File: config.mk
export PLATFORM = sky130hd
export DESIGN_NAME = grey_decode
export DESIGN_NICKNAME = d
export VERILOG_FILES = /design/src/rtl/grey_decode.sv
export SDC_FILE = /design/constraint.sdc
export NUM_CORES = 1
export LEC_CHECK = 0
export ABC_CLOCK_PERIOD_IN_PS = 8000
export CORE_MARGIN = 1
export CORE_UTILIZATION = 35
export DETAILED_ROUTE_END_ITERATION = 16
export PLACE_DENSITY = 0.57
export SETUP_SLACK_MARGIN = 0.1
export SLEW_MARGIN = 10
export SYNTH_ARGS = -nofsm -noshare
export SYNTH_HDL_FRONTEND = slang
export SYNTH_SLANG_ARGS = --single-unit
File: constraint.sdc
create_clock -name i_clk -period 8 [get_ports i_clk]
set_clock_uncertainty 0.05 [all_clocks]
set_input_delay 1.6 -clock i_clk [delete_from_list [all_inputs] [get_ports i_clk]]
set_output_delay 1.6 -clock i_clk [all_outputs]
set_load 0.03 [all_outputs]
File: src/rtl/grey_decode.sv
// grey_decode: converts the upstream 6-bit Gray count to binary, turns each
// single-code step into an up/down pulse and tracks a signed position.
// Any jump larger than one code latches a sticky fault until i_clear.
//
// Build option GREY_DECODE_SYNC_EN:
//   defined   -> i_grey_code is asynchronous; two-flop synchronizer (N_SYNC=2)
//   undefined -> same-clock source; one plain input register (N_SYNC=1)
// The pipeline depth follows N_SYNC; behaviour is otherwise identical.
//
// Handshake: there is none. The decoder samples i_grey_code on every clock.
// o_up/o_dn are single-cycle pulses that are qualified only by o_valid.
// The upstream counter must not step more often than once every N_SYNC+1 clocks.
module grey_decode #(
  parameter int WIDTH = 6,
  parameter int POS_W = 16,
  parameter int ERR_W = 8
) (
  input  logic             i_clk,
  input  logic             i_reset,
  input  logic [WIDTH-1:0] i_grey_code,
  input  logic             i_clear,
  output logic [WIDTH-1:0] o_binary,
  output logic             o_up,
  output logic             o_dn,
  output logic [POS_W-1:0] o_pos,
  output logic             o_valid,
  output logic             o_fault,
  output logic [ERR_W-1:0] o_err_cnt,
  output logic [1:0]       o_state
);

  typedef enum logic [1:0] {
    ST_INIT  = 2'd0,
    ST_TRACK = 2'd1,
    ST_FAULT = 2'd2
  } state_t;

  localparam logic [WIDTH-1:0] STEP_UP = WIDTH'(1);
  localparam logic [WIDTH-1:0] STEP_DN = '1;

  state_t           state;
  logic [WIDTH-1:0] sync_code;
  logic [WIDTH-1:0] bin_next;
  logic [WIDTH-1:0] bin_q;
  logic [WIDTH-1:0] delta;
  logic [1:0]       fill_cnt;
  logic             filled;

`ifdef GREY_DECODE_SYNC_EN
  localparam int N_SYNC = 2;

  // First stage may go metastable; only the second stage feeds logic.
  (* async_reg = "true" *) logic [WIDTH-1:0] sync_meta;

  // Two-flop synchronizer for a Gray bus coming from another clock region.
  always_ff @(posedge i_clk) begin
    if (i_reset) begin
      sync_meta <= '0;
      sync_code <= '0;
    end else begin
      sync_meta <= i_grey_code;
      sync_code <= sync_meta;
    end
  end
`else
  localparam int N_SYNC = 1;

  // Single input register for a same-clock source.
  always_ff @(posedge i_clk) begin
    if (i_reset) begin
      sync_code <= '0;
    end else begin
      sync_code <= i_grey_code;
    end
  end
`endif

  localparam logic [1:0] FILL_DONE = 2'(N_SYNC + 1);

  // Gray to binary conversion: each bit is the XOR of all Gray bits at and above it.
  always_comb begin
    bin_next = '0;
    for (int i = 0; i < WIDTH; i++) begin
      bin_next[i] = ^(sync_code >> i);
    end
  end

  // Register the converted code so the compare stage sees a clean value.
  always_ff @(posedge i_clk) begin
    if (i_reset) begin
      bin_q <= '0;
    end else begin
      bin_q <= bin_next;
    end
  end

  // Count edges since reset until the reset zeros are flushed out of the pipeline.
  always_ff @(posedge i_clk) begin
    if (i_reset) begin
      fill_cnt <= '0;
    end else if (!filled) begin
      fill_cnt <= fill_cnt + 2'd1;
    end
  end

  assign filled = (fill_cnt == FILL_DONE);

  // Modular distance from the last accepted code; wrap 63->0 gives +1.
  assign delta = bin_q - o_binary;

  // Tracking FSM with all outputs registered; the pulses default low each cycle.
  always_ff @(posedge i_clk) begin
    if (i_reset) begin
      state     <= ST_INIT;
      o_binary  <= '0;
      o_up      <= 1'b0;
      o_dn      <= 1'b0;
      o_pos     <= '0;
      o_valid   <= 1'b0;
      o_fault   <= 1'b0;
      o_err_cnt <= '0;
    end else begin
      o_up <= 1'b0;
      o_dn <= 1'b0;
      case (state)
        ST_INIT: begin
          if (i_clear) begin
            o_valid <= 1'b0;
          end else if (filled) begin
            // Take the first good sample as the baseline; it is not a step.
            o_binary <= bin_q;
            o_valid  <= 1'b1;
            state    <= ST_TRACK;
          end
        end
        ST_TRACK: begin
          if (i_clear) begin
            // A clear wins over anything detected this cycle.
            o_valid <= 1'b0;
            state   <= ST_INIT;
          end else if (delta == STEP_UP) begin
            o_binary <= bin_q;
            o_up     <= 1'b1;
            o_pos    <= o_pos + POS_W'(1);
          end else if (delta == STEP_DN) begin
            o_binary <= bin_q;
            o_dn     <= 1'b1;
            o_pos    <= o_pos - POS_W'(1);
          end else if (delta != '0) begin
            // Jump of more than one code: position and binary hold.
            o_valid <= 1'b0;
            o_fault <= 1'b1;
            state   <= ST_FAULT;
            if (o_err_cnt != '1) begin
              o_err_cnt <= o_err_cnt + ERR_W'(1);
            end
          end
        end
        ST_FAULT: begin
          if (i_clear) begin
            o_fault <= 1'b0;
            state   <= ST_INIT;
          end
        end
        default: begin
          state <= ST_INIT;
        end
      endcase
    end
  end

  assign o_state = state;

endmodule

[Word level (Yosys, flattened, before mapping)]
Cells that the tools add are included.
Word-level totals
  output and inout bits: 36
  register bits: 50
  memory bits (writable): 0
  memories kept: 0
  word-level logic and storage cells: 88
  latch bits: 0
  ROM bits: 0
Operators by class
  div/mod/pow operators: 0
  eq/ne operators: 18
  magnitude comparators: 0
  add/sub/neg operators: 5
  multiply operators: 0
  shift operators: 0
  mux-type cells: 31
  reduce and logical (&&, ||, !) cells: 19
  bitwise operators: 4
Operators with widths (number)
  6-bit parity: 6
  16-bit 2-to-1 mux: 2
  6-bit 2-to-1 mux: 5
  6-bit AND reduction: 3
  16-bit by 1-bit adder with 16-bit output, second input constant: 1
  16-bit by 1-bit subtractor with 16-bit output, second input constant: 1
  3-bit != test, second input constant: 5
  2-bit 2-to-1 mux: 7
  2-bit != test, second input constant: 7
  1-bit 2-to-1 mux: 13
  6-bit case mux with 2 select lines: 1
  5-bit AND reduction: 2
  8-bit by 1-bit adder with 8-bit output, second input constant: 1
  8-bit != test, second input constant: 1
  6-bit by 1-bit equality test with 1-bit output, second input constant: 1
  6-bit equality test, second input constant: 1
  2-bit case mux with 3 select lines: 1
  2-bit nonzero test: 3
  6-bit nonzero test: 1
  6-bit subtractor: 1
  2-bit equality test, second input constant: 2
  1-bit NOT: 4
  1-bit case mux with 2 select lines: 2
  4-bit OR reduction: 1
  5 further kinds: 5

[Depth between registers and ports, before layout]
Gate-level depths: netlist of the first run.
  depth in word-level cells: 7
  gate-level depth with buffers: 18
  depth with buffers taken out: 18

[Worst setup path before layout of the first run]
OpenSTA, ideal clock, no wires.
  kind: register to register
  start point: reg o_binary[0]
  end point: reg o_pos[15]
  library setup time: 0.121 ns
  clock period less this slack: 4.577 ns
  path slack: 3.423 ns
  arrival: 4.406 ns
  required time: 7.829 ns
  cell stages (with the launch flop): 17
  cells stage by stage: dfxtp_1 ha_1 inv_1 fa_1 a21o_1 a21oi_1 xnor2_1 nor4_4 nand2b_1 ha_1 a21o_1 a221oi_2 nand3_1 a41o_1 o21ai_0 mux2i_1 mux2_2
Between the ends
  word-level cells in the longest chain between the ends: 4
Ends and longest elaborated chain
  from (decl): RTL line 22  | output logic [WIDTH-1:0] o_binary,
  from (signal assigned): RTL line 131  | o_binary <= bin_q;
  from (signal assigned): RTL line 142  | o_binary <= bin_q;
  from (signal assigned): RTL line 146  | o_binary <= bin_q;
  6-bit subtractor *: RTL line 109  | assign delta = bin_q - o_binary;
  6-bit by 1-bit equality test with 1-bit output or 6-bit equality test (tied branches): RTL line 141, 145
  2-bit nonzero test (no source line)
  3-bit AND reduction (no source line)
  to (signal assigned): RTL line 144  | o_pos <= o_pos + POS_W'(1);
  to (signal assigned): RTL line 148  | o_pos <= o_pos - POS_W'(1);
  to (decl): RTL line 25  | output logic [POS_W-1:0] o_pos,
Mark *: on every way between the ends. The rest lies on a longest branch, timed or not.
A chain may end at the register's enable or synchronous reset.

[Worst setup path in the final report of the first run]
Ends and elaborated chain as after synthesis.

==> results of run 1 <==
through the flow:
stage,total power [W],area [um2]
2_1_floorplan,0.0004160,2934
3_3_place_gp,0.0004499,3458
3_5_place_dp,0.0004523,3458
4_1_cts,0.0006081,3553
5_1_grt,0.0006393,3553
6_report,0.0005995,3553
synthesized netlist by cell type, types with 2 or more instances:
cell / number
a211o_1: 3
a21o_1: 4
a21oi_1: 30
a2bb2oi_1: 2
a31oi_1: 3
and3_1: 3
and3_2: 2
buf_4: 2
clkbuf_1: 7
dfxtp_1: 50
fa_1: 2
ha_1: 21
inv_1: 12
mux2_2: 2
mux2i_1: 9
nand2_1: 32
nand2b_1: 14
nand3_1: 6
nand4_1: 2
nor2_1: 22
nor2b_1: 14
nor3_1: 7
o211a_1: 2
o21a_1: 3
o21ai_0: 13
o31a_1: 2
or2_1: 2
or2_2: 2
or3_1: 4
xnor2_1: 13
xor2_1: 10
final cells by class:
cell class	instances	area, um2
Fill cell	850	4622
Multi-Input combinational cell	259	1838
Sequential cell	50	1001
Timing Repair Buffer	45	442.9
Tap cell	105	131.4
Clock buffer	6	82.58
Inverter	12	45.04
Clock inverter	2	12.51
power groups by stage:
stage	clock [W]	sequential [W]	combinational (W)
after floorplan	0	0.000283	0.000133
after global placement	0	0.000279	0.000171
after detailed placement	0	0.000279	0.000173
after CTS	0.000161	0.000273	0.000174
after global routing	0.000171	0.000275	0.000194
final	0.000154	0.000273	0.000173
routing by layer:
layer	vias to the layer above	global-route usage [%]	wire, um
li1	1247	-	-
met1	1129	18.44	2996
met2	41	25.67	2861
met3	6	2.439	216
met4	0	3.205	51
met5	-	0	0
flip-flops by register name (all words and copies together), names as in the netlist:
name	count
o_valid	1
o_binary	6
o_dn	1
o_err_cnt	8
bin_q	6
fill_cnt	2
o_pos	16
o_up	1
o_fault	1
sync_code	6
o_state	2
critical path, stage by stage, from the launching register on:
cell	delay, ps
dfxtp_1	360
ha_1	170
inv_1	50
fa_1	390
a21o_1	170
a21oi_1	160
xnor2_1	160
nor4_4	320
nand2b_1	510
ha_1	550
a21o_1	210
a221oi_2	360
nand3_1	140
a41o_1	290
o21ai_0	240
mux2i_1	230
mux2_2	340
cell families (layout without fill, tap and decap cells):
group	count (synthesis)	count (layout)	synth area share, %
fa+ha+maj	23	23	10.32
xor+xnor	23	23	6.866
simple gates	123	123	22.81
flops	50	50	34.12
buf+inv	23	65	3.241
compound gates	78	78	18.29
mux	12	12	4.350
worst max path at each step:
stage | to | cells after the start | start
floorplan | o_pos[15] | 16 | o_binary[0]
global placement | o_pos[15] | 16 | o_binary[0]
detailed placement | o_pos[15] | 16 | o_binary[0]
CTS | o_pos[15] | 16 | o_binary[0]
global route | o_pos[15] | 16 | o_binary[0]
finish | o_pos[15] | 16 | o_binary[0]
==> metrics.yaml, run 1 <==
cts_inserted_buffers: 5
synth_top_area_share_pct: 34.12
slew_headroom_pct: 33.64
ios: 45
htree_num_levels: 2
dpl.cell_count: 471
maxSlewViolCount: 0
ys_async_sr_fraction_pct: 0
cp-end-kind: "flip-flop"
hold_buffers: 0
tns_ps: 0
clk_pin_slew_worst_paths_ps: 90
fp.dieH_um: 93.56
min_delay_worst_endpoint: "o_binary[0]"
ys_ff_latch: 50
final_cell_mix: "dfxtp_1 (50), clkdlybuf4s50_1 (43), nand2_1 (32)"
drive_gt1_share_pct: 8.289
ys_seq_area_share_pct: 34.12
cts-root-buf: "clkbuf_8"
dp_hpwl_um: 4461
r2r_slack_ps: 3180
drt.antenna.violating_nets: 0
synth_area_leaders: "dfxtp_1 (34%), ha_1 (9.0%), a21oi_1 (5.1%)"
fin_ws_ps: 3175
drc: 0
reg2reg_depth: 16
ctsResizeCount: 0
ir_drop_mv: 0.05894
grt_max_degree: 61
grt_pass1_vias: 2288
hp-class: "reg2reg"
internal_power_w: 0.0004101
worstReg2RegStart: "o_binary[0]"
synth_nets: 364
share_comb_of_total_power_pct: 28.8
final_nets: 405
p_seq_share_pct: 45.6
crit_type: "reg2reg"
syn_avg_cell_area_um2: 8.838
hold_slack_ps: 425.6
num_rows: 33
drt-total-wl_um: 6126
cp_max_fo: 17
drt-pass1-iter-count: 4
overflow: 0
die_x_um: 93.56
finalSetupViolCount: 0
status: "complete, no violations"
worst_pin_slew_ps: 995.4
start_util_pct: 35.89
rsz0062_at_grt: "false"
cts_buffer_depth: 2
cts_tree: "done"
ys_warn_count: 0
place_ws_ps: 3170
synthToLayoutAreaGrowth_pct: 21.11
cts_setup_buffers: 0
antenna_found_initial: 0
critPathLaunchType: "flip-flop"
die_area_um2: 8753
fin_crit_ps: 4825
synth_area_leader_cell: "dfxtp_1"
mostFrequentLayoutCell: "dfxtp_1"
synth_flop_cell: "dfxtp_1"
grtUsageTotal_pct: 14.54
power_switching_w: 0.0001895
min_period_over_period_pct: 60.31
cts.sinks: 50
fmax_mhz: 207.3
grt_pass1_wl_um: 10290
drtIter0Drc: 71
port_buffers: 44
synthesis.area_um2: 2934
instances_no_fill: 479
hold_depth: 2
p_per_area_nw_per_um2: 168.7
routed_wire_length_per_instance_um: 12.79
min-delay-start: "bin_q[0]"
crit_required_ps: 8140
vias_per_cell: 5.058
clockPowerShare_pct: 25.7
p_leak_nw: 1.338
arrival_ps: 4970
core_area_um2: 8175
switching_share_pct: 31.60
via_count: 2423
insertion_delay_ps: 300
num_antenna_cells: 0
hold_viol_final: 0
synth_cell_types: 63
r2r_end: "o_pos[15]"
synth_edf_count: 0
cap_violations: 0
utilization_pct: 43.46
place.gp.congestion: 0.7895
synthCells: 332
Note: power is estimated with default switching activity, not from simulation.
==> inputs of run 2 (changes only) <==
- ABC_CLOCK_PERIOD_IN_PS: 8000 -> 4750
- clock period: 8 -> 4.75 ns (I/O delays scaled with it)
==> metrics.yaml, run 2 (same netlist as run 1, synthesis figures left out) <==
cts_tree: "done"
fin_crit_ps: 4417  # -407.8 ps
power_switching_w: 0.0003281  # +73%
largest_register: "o_pos"
met2WireLength_um: 2896  # +1.2%
clockPowerShare_pct: 32.3  # +6.6 points
drt-total-wl_um: 6250  # +2.0%
slew_headroom_pct: 34.01  # +0.37 points
rsz0062_at_grt: "false"
p_seq_share_pct: 40.4  # -5.2 points
crit_required_ps: 4890  # -3250 ps
cts_inserted_buffers: 5  # unchanged
p_leak_nw: 1.394  # +4.2%
critPathLaunchType: "flip-flop"
worst_pin_slew_ps: 989.8  # -5.614 ps
internal_power_w: 0.0008115  # +98%
top_layer: "met4"
switching_share_pct: 28.79  # -2.8 points
drive_gt1_share_pct: 9.763  # +1.5 points
antenna_found_initial: 0  # unchanged
drt-met1-wl_um: 3061  # +2.2%
cts.sinks: 50  # unchanged
r2r_slack_ps: 330  # -2840 ps
r2r_end: "o_pos[15]"
worstReg2RegStart: "o_binary[0]"
die_area_um2: 8753  # unchanged
port_buffers: 44  # unchanged
vias_per_cell: 5.033  # -0.50%
min_period_over_period_pct: 92.99  # +33 points
fmax_mhz: 226.4  # +9.2%
cp_max_fo: 10  # -7
grt_pass1_vias: 2268  # -0.87%
hold_viol_final: 0  # unchanged
tns_ps: 0  # unchanged
grt_max_degree: 61  # unchanged
arrival_ps: 4560  # -410 ps
synthToLayoutAreaGrowth_pct: 24.26
hold_slack_ps: 422.5  # -3.162 ps
largest_reg_flops: 16  # unchanged
cts_buffer_depth: 2  # unchanged
core_area_um2: 8175  # unchanged
drt.antenna.violating_nets: 0  # unchanged
ios: 45  # unchanged
share_comb_of_total_power_pct: 27.3  # -1.5 points
clk_pin_slew_worst_paths_ps: 100  # about the same
final_nets: 410  # +1.2%
status: "complete, no violations"
dp_hpwl_um: 4533  # +1.6%
cap_violations: 0  # unchanged
crit_start: "o_binary[0]"
drc: 0  # unchanged
reg_top3: "o_pos (16), o_err_cnt (8)"
drtIter0Drc: 54  # -24%
grt_pass1_wl_um: 10380  # +0.87%
crit_end: "o_pos[15]"
via_count: 2436  # +0.54%
overflow: 0  # unchanged
fp.dieH_um: 93.56  # unchanged
drt-pass1-iter-count: 5  # +1
mostFrequentLayoutCell: "dfxtp_1"
ir_drop_mv: 0.1683  # +190%
reg2reg_depth: 16  # unchanged
hp-class: "reg2reg"
cts-root-buf: "clkbuf_8"
die_x_um: 93.56  # unchanged
crit_type: "reg2reg"
p_per_area_nw_per_um2: 312.6  # +85%
num_antenna_cells: 0  # unchanged
place.gp.congestion: 0.8267  # +4.7%
final_cell_mix: "dfxtp_1 (50), clkdlybuf4s50_1 (43), nand2_1 (32)"
start_util_pct: 35.89  # unchanged
cp-end-kind: "flip-flop"
htree_num_levels: 2  # unchanged
num_rows: 33  # unchanged
insertion_delay_ps: 300  # about the same
dr_wl_met3_um: 237  # +9.7%
finalSetupViolCount: 0  # unchanged
maxSlewViolCount: 0  # unchanged
routed_wire_length_per_instance_um: 12.91  # +0.97%
grtUsageTotal_pct: 14.79  # +0.25 points
stdcell_area_um2: 3646  # +2.6%
dpl_cell_area_um2: 3473  # +0.43%
==> run 2: cell count changes in the layout (fill, tap and decap cells not counted), sizes merged <==
| cell | change |
|---|---|
| buf | +5 |
| bufinv | +2 |
| clkinv | -1 |
| clkinvlp | -1 |
==> run 2: stage by stage <==
step | instances | setup slack [ps] | utilization (%) | power [W]
after floorplan | 332 | 172.8 | - | 0.0007006
after global placement | 473 | 302.5 | 42.49 | 0.0007601
after detailed placement | 473 | 108.2 | 42.49 | 0.0007646
after CTS | 481 | 216.4 | 44.26 | 0.001141
after global routing | 484 | 89.98 | 44.60 | 0.001207
final | 484 | 333.0 | 44.60 | 0.001140
==> run 2: timing repair <==
action | in CTS | in global routing
hold endpoints to repair | 0 | 0
hold buffers | 0 | 0
pin swaps | 0 | 1
setup buffers | 0 | 3
gates cloned | 0 | 0
setup endpoints to repair | 1 | 2
gates resized for setup | 1 | 2
==> run 2: layer usage <==
layer | track usage (%) | vias up
met3 | 3.252 | 8
met5 | 0 | -
met1 | 19.35 | 1124
met4 | 4.487 | 0
met2 | 24.20 | 41
li1 | - | 1263
==> run 2: worst min path at each step <==
| stage | end | slack [ps] | start | cells past startpoint |
|---|---|---|---|---|
| 3_5_place_dp | bin_q[5] | 420 | sync_code[5] | 1 |
| 2_1_floorplan | o_binary[0] | 400 | bin_q[0] | 2 |
| 3_3_place_gp | o_binary[0] | 410 | bin_q[0] | 2 |
| 5_1_grt | bin_q[5] | 440 | sync_code[5] | 1 |
| 4_1_cts | bin_q[5] | 430 | sync_code[5] | 1 |
| 6_report | bin_q[5] | 420 | sync_code[5] | 1 |
==> run 2: cell type report <==
cell class | instances | area [um2]
Fill cell | 820 | 4529
Multi-Input combinational cell | 259 | 1846
Sequential cell | 50 | 1001
Timing Repair Buffer | 50 | 480.5
Tap cell | 105 | 131.4
Clock buffer | 6 | 82.58
Clock inverter | 2 | 60.06
Inverter | 12 | 45.04
==> run 2: worst max-delay path: stages, from the launching register on <==
cell	delay, ps
dfxtp_1	360
ha_1	190
inv_1	60
fa_1	400
a21o_1	170
a21oi_1	170
xnor2_1	170
nor4_4	420
nand2b_4	180
ha_1	370
a21o_1	200
a221oi_2	350
nand3_1	150
a41o_1	300
o21ai_1	200
mux2i_1	210
mux2_2	340
==> run 2: power groups by stage <==
stage	combinational [W]	sequential (W)	clock, W
2_1_floorplan	0.000224	0.000477	0
3_3_place_gp	0.000290	0.000470	0
3_5_place_dp	0.000295	0.000470	0
4_1_cts	0.000298	0.000460	0.000383
5_1_grt	0.000342	0.000463	0.000402
6_report	0.000311	0.000460	0.000369
==> RTL change 1, RTL diff (flow settings as in run 1) <==
Register the output `o_binary` once more, cleared by the reset; this adds one clock of latency there. The other outputs are not delayed to match.
--- a/src/rtl/grey_decode.sv
+++ b/src/rtl/grey_decode.sv
@@ -37,6 +37,8 @@
 
   localparam logic [WIDTH-1:0] STEP_UP = WIDTH'(1);
   localparam logic [WIDTH-1:0] STEP_DN = '1;
+
+  logic [WIDTH-1:0] o_binary_s0;
 
   state_t           state;
   logic [WIDTH-1:0] sync_code;
@@ -106,13 +108,13 @@
   assign filled = (fill_cnt == FILL_DONE);
 
   // Modular distance from the last accepted code; wrap 63->0 gives +1.
-  assign delta = bin_q - o_binary;
+  assign delta = bin_q - o_binary_s0;
 
   // Tracking FSM with all outputs registered; the pulses default low each cycle.
   always_ff @(posedge i_clk) begin
     if (i_reset) begin
       state     <= ST_INIT;
-      o_binary  <= '0;
+      o_binary_s0 <= '0;
       o_up      <= 1'b0;
       o_dn      <= 1'b0;
       o_pos     <= '0;
@@ -128,7 +130,7 @@
             o_valid <= 1'b0;
           end else if (filled) begin
             // Take the first good sample as the baseline; it is not a step.
-            o_binary <= bin_q;
+            o_binary_s0 <= bin_q;
             o_valid  <= 1'b1;
             state    <= ST_TRACK;
           end
@@ -139,11 +141,11 @@
             o_valid <= 1'b0;
             state   <= ST_INIT;
           end else if (delta == STEP_UP) begin
-            o_binary <= bin_q;
+            o_binary_s0 <= bin_q;
             o_up     <= 1'b1;
             o_pos    <= o_pos + POS_W'(1);
           end else if (delta == STEP_DN) begin
-            o_binary <= bin_q;
+            o_binary_s0 <= bin_q;
             o_dn     <= 1'b1;
             o_pos    <= o_pos - POS_W'(1);
           end else if (delta != '0) begin
@@ -171,5 +173,13 @@
 
   assign o_state = state;
 
+  always_ff @(posedge i_clk) begin
+    if (i_reset) begin
+      o_binary <= '0;
+    end else begin
+      o_binary <= o_binary_s0;
+    end
+  end
+
 endmodule
 
Function: changed (a bounded check fails within 4 cycles, from zero or initial values and one cycle with i_reset high).
==> RTL change 1 against run 1 <==
  * Worst setup slack better by 66 ps
  * Wire length is 6.1% higher
  * Highest routed layer unchanged
  * Core utilization is 0.64 points higher
  * Sequential power is 11% higher
  * Worst hold slack worse by 12 ps
  * Sequential cell count is 6 higher
  * Cell area is 2.5% higher
  * Total power is 9.1% higher
  * Area after synthesis is 2.3% higher
  * Non-clock buffer count stayed put
==> RTL change 1: results (changes against run 1) <==
The run finished with clean final reports. The total global-route track usage was 15.89% (+1.3 points). The port buffer count came to 44 (unchanged). The largest net degree at the start of global routing came to 57 (-6.6%).

The number of gates resized after CTS was 0 (unchanged). The number of different library cells in the post-synthesis netlist came to 58 (-7.9%). The leakage power was 0.001380 uW (+3.2%). The portion of the post-synthesis area used by sequential elements is 37.35% (+3.2 points). The CTS H-tree depth came to 2 (unchanged).

By count the netlist is led by 56 x sky130_fd_sc_hd__dfxtp_1, 30 x sky130_fd_sc_hd__a21oi_1, 30 x sky130_fd_sc_hd__nand2_1. Clock tree synthesis selected as its root buffer the cell sky130_fd_sc_hd__clkbuf_8. The clock reaches the later pin of the worst-skew pair after 310 ps. The final RePlAce weighted congestion is 0.8171 (+3.5%).

Sorting the synthesized cells by area gives the leading types as sky130_fd_sc_hd__dfxtp_1 37%, sky130_fd_sc_hd__ha_1 8.8%, sky130_fd_sc_hd__a21oi_1 5.0%, sky130_fd_sc_hd__nand2_1 3.8%, sky130_fd_sc_hd__nor2b_1 3.8%. The post-DP HPWL was 4620 um (+3.6%). The net count of the mapped netlist is 381 (+4.7%). The initial antenna violation count is 0 (unchanged). The cell with the largest stage delay on the worst path is sky130_fd_sc_hd__or4_1. The total iterations of the first detailed-routing run is 5 (+1). The pre-CTS setup slack came to 3278 ps (+108.2 ps).

The class of the most critical hold timing path is reg2reg. The arrival time at the worst endpoint came out at 4940 ps (-30 ps). The remaining routing DRC violations came out at 0 (unchanged). The share of flip-flops with an asynchronous set or reset is 0% (unchanged). The sum of routed wire length over all layers came out at 6499 um (+6.1%).

The number of warnings issued by yosys is 0 (unchanged). The largest fanout on the critical path came to 15 (-2). The maximum buffer depth of the clock tree came out at 2 (unchanged).

The total number of vias came out at 2554 (+5.4%). The buffer count from post-CTS setup fixing came to 0 (unchanged). The CTS buffer count is 5 (unchanged). In the final layout, the registers with the most flip-flops are o_pos (16), o_err_cnt (8).

The worst relative slew slack is 30.75% (-2.9 points). The first-pass GRT wire length is 11390 um (+11%). The longest individual stage delay on the worst path came out at 650 ps (+100 ps). The number of global-route vias before repair came out at 2466 (+7.8%). The number of nets in the finished design came out at 422 (+4.2%). The number of design-rule violations left by the first detailed-router iteration is 95 (+34%). The number of filler cells placed in the layout came out at 815 (-4.1%). The number of diodes came to 0 (unchanged). The proportion of layout cells with a drive suffix above 1 is 5.371% (-2.9 points). The clock-pin slew on the worst setup and hold paths is 100 ps.

The peak supply drop is 0.00008892 V (+51%). The synthesized instance count is 349 (+5.1%).
RTL change 1: cell count changes after synthesis, sizes merged, moves of 3 or more:
cell and delta:
mux2i -7, nor2 +6, inv +7, mux2 +3, nor3 +5, nand2b -9, and3 -4, nor2b +4
dfxtp +6
RTL change 1: cell families after synthesis:
kind of cell	share of synthesized area, %
AOI/OAI and AO/OA	17.92
xor gates and xnor gates	6.419
adders and majority gates	10.09
buffers and inverters	4.210
DFF	37.35
muxes	2.918
and+or+nand+nor	21.09
RTL change 1: critical path, delay by kind of cell, from the launching register on:
family / cells / cell delay [ps]
simple gates: 4 / 1410
buf+inv: 2 / 110
fa+ha+maj: 3 / 930
xor+xnor: 1 / 100
compound gates: 6 / 1740
flops: 1 / 310
RTL change 1: stage by stage:
step,area [um2],total power [uW],instances,hold slack (ps)
5_1_grt,3642,694.6,496,440.4
2_1_floorplan,3002,430.3,349,381.3
6_report,3642,654.3,496,413.7
3_3_place_gp,3521,458.0,488,401.3
4_1_cts,3642,659.8,496,421.0
3_5_place_dp,3521,462.3,488,405.6
RTL change 1: final cells by class:
type                    count  area [um2]  share of cell area [%]
flip-flops and latches     56        1121                   30.78
clock buffers               6       82.58                   2.267
repair buffers             45       442.9                   12.16
multi-input cells         263        1754                   48.16
clock inverters             2       38.79                   1.065
inverters                  19       71.32                   1.958
well taps                 105       131.4                   3.607
RTL change 1: final timing paths:
kind,from,endpoint,slack [ps],depth (start not counted)
worst max-delay path,bin_q[0],o_pos[10],3240,16
worst max register to register,bin_q[0],o_pos[10],3240,16
worst min register to register,o_binary_s0[4],o_binary[4],410,2
worst min-delay path,o_binary_s0[4],o_binary[4],410,2
RTL change 1: power by group:
part / switching [uW] / internal, uW
Clock: 95.2 / 103
Combinational: 86.6 / 68.3
Sequential: 8.65 / 293
RTL change 1: layer usage:
metal | vias to the layer above | track usage, % | routed length, um
met5 | - | 0 | 0
met2 | 40 | 27.58 | 3134
met1 | 1190 | 19.80 | 3073
li1 | 1317 | - | -
met3 | 7 | 2.818 | 200
met4 | 0 | 5.051 | 90
==> RTL change 2, RTL diff (flow settings as in run 1) <==
Without the edit above. Change the parameter `ERR_W` from 8 to 6.
--- a/src/rtl/grey_decode.sv
+++ b/src/rtl/grey_decode.sv
@@ -13,7 +13,7 @@
 module grey_decode #(
   parameter int WIDTH = 6,
   parameter int POS_W = 16,
-  parameter int ERR_W = 8
+  parameter int ERR_W = 6
 ) (
   input  logic             i_clk,
   input  logic             i_reset,
Interface: changed (resized o_err_cnt); port bits go from 45 to 43. The function was not compared with the original's and may differ.
==> RTL change 2 against run 1 <==
  * Area after synthesis shrank 4.4%
  * Worst setup slack gained 43 ps
  * Critical path depth is the same
  * Fmax grew 0.89%
  * First-iteration DRC count shrank 37%
  * Sequential cell count shrank 2
  * Total power shrank 3.4%
  * Critical path type unchanged
  * Largest cell class unchanged
  * Wire length shrank 5.5%
  * Cell area shrank 4.3%
==> RTL change 2: results (changes against run 1) <==
The flow ran to the end, and the final reports show no timing, DRC or antenna violations. The maximum clock frequency was 0.2091 GHz (+0.89%). The port buffer count was 42 (-4.5%). The largest net degree at the start of global routing is 43 (-30%).

The overall power after layout came out at 579.0 uW (-3.4%). The share of flip-flops with an asynchronous set or reset is 0% (unchanged). The cell total after placement came out at 456 (-3.2%). The number of different library cells in the post-synthesis netlist came out at 54 (-14%). The arrival time at the worst endpoint came out at 4920 ps (-50 ps). The power consumed by sequential cells was 264 uW (-3%). The actual slew at the worst max-slew pin came out at 565.9 ps (-429.5 ps). The synthesized instance count was 320 (-3.6%). The compound-cell area share of the yosys netlist came to 15.53% (-2.8 points). The logic depth of the worst register-to-register path is 16 (unchanged). The adder and majority cell fraction of the synthesized area came out at 10.80% (+0.48 points).

In this run the clock root is driven by a sky130_fd_sc_hd__clkbuf_8. sky130_fd_sc_hd__dfxtp_1 takes more of the synthesized area than any other cell. The number of warnings issued by yosys came out at 0 (unchanged). The first-pass GRT wire length is 10180 um (-1.1%). The slack of the worst reg-to-reg path is 3220 ps (+40 ps).

The total global-route track usage is 14.98% (+0.44 points). The number of nets in the finished design is 393 (-3.0%). The switching share of total power came out at 32.50% (+0.89 points).

The average wire per cell in the routed design came out at 12.51 um (-2.2%). The total iterations of the first detailed-routing run is 4 (unchanged). The sum of routed wire length over all layers came out at 5790 um (-5.5%). The proportion of layout cells with a drive suffix above 1 came out at 4.709% (-3.6 points). The tightest min-delay check is of the reg2reg type. Ranked by instance count, the synthesized netlist is headed by 48 x sky130_fd_sc_hd__dfxtp_1, 36 x sky130_fd_sc_hd__nor2_1, 30 x sky130_fd_sc_hd__nand2_1. The final RePlAce weighted congestion is 0.7913 (+0.23%).

The xor and xnor area share after synthesis came out at 7.809% (+0.94 points). The number of global-route vias before repair is 2275 (-0.57%). The hold slack came to 419.8 ps (-5.783 ps). The post-DP HPWL came to 4225 um (-5.3%). The number of design-rule violations left by the first detailed-router iteration is 45 (-37%).

The combinational gate power is 176 uW. The number of gates resized after CTS is 0 (unchanged). The longest individual stage delay on the worst path is 490 ps (-60 ps). The net count of the mapped netlist was 352 (-3.3%). The portion of the post-synthesis area used by sequential elements was 34.27% (+0.16 points). The worst register-to-register path ends at o_pos[15]. The initial antenna violation count is 0 (unchanged). The peak supply drop was 0.00007989 V (+36%).

The leakage power came to 0.001392 uW (+4.0%). In this run the most critical hold path is launched from bin_q[0]. The proportion of synthesized area in mux cells came out at 7.229% (+2.9 points). The register name with the most flops is o_pos.

By area the synthesized netlist is led by sky130_fd_sc_hd__dfxtp_1 34%, sky130_fd_sc_hd__ha_1 9.4%, sky130_fd_sc_hd__mux2i_1 6.4%, sky130_fd_sc_hd__xnor2_1 5.0%, sky130_fd_sc_hd__nor2_1 4.8%. The largest fanout on the critical path is 17 (unchanged). The via density per instance is 5.004 (-1.1%).
[RTL change 2: cell types whose count changed in the layout (fill, tap and decap cells not counted), sizes merged, moves of 4 or more]
cell,delta
or3,-4
nand2b,-12
nor2,+14
o21ai,-8
a21oi,-11
mux2i,+9
[RTL change 2: stage by stage]
step	cell area, um2	setup WS, ps
final	3402	3218
after global routing	3402	2868
after CTS	3402	3224
after detailed placement	3324	3244
after global placement	3324	3419
after floorplan	2804	3509
[RTL change 2: cell families (layout without fill, tap and decap cells)]
group | after synthesis | in the layout
DFF | 48 | 48
and+or+nand+nor | 117 | 117
adders and majority gates | 23 | 23
buffers and inverters | 26 | 67
muxes | 20 | 20
xor gates and xnor gates | 25 | 25
AOI/OAI and AO/OA | 61 | 61
[RTL change 2: how the worst max path moves through the flow]
| stage | start | end | slack (ps) | cells past startpoint |
|---|---|---|---|---|
| after floorplan | o_binary[0] | o_pos[15] | 3510 | 16 |
| after global placement | o_binary[0] | o_pos[15] | 3420 | 16 |
| after detailed placement | o_binary[0] | o_pos[15] | 3240 | 16 |
| after CTS | o_binary[0] | o_pos[15] | 3220 | 16 |
| after global routing | o_binary[0] | o_pos[15] | 2870 | 16 |
| final | o_binary[0] | o_pos[15] | 3220 | 16 |
[RTL change 2: layout make-up]
cell class | count | area [um2]
timing repair buffer | 44 | 435.4
clock buffer | 6 | 72.57
tap | 102 | 127.6
multi-input combinational | 246 | 1740
fill | 779 | 4325
sequential | 48 | 960.9
inverter | 16 | 60.06
clock inverter | 1 | 5.005
[RTL change 2: metal layers]
layer / vias up / share of wire (%) / global-route usage (%)
li1: 1203 / - / -
met1: 1077 / 50 / 19.59
met2: 32 / 45 / 25.31
met3: 5 / 3.2 / 2.596
met4: 0 / 1.2 / 3.968
met5: - / 0 / 0
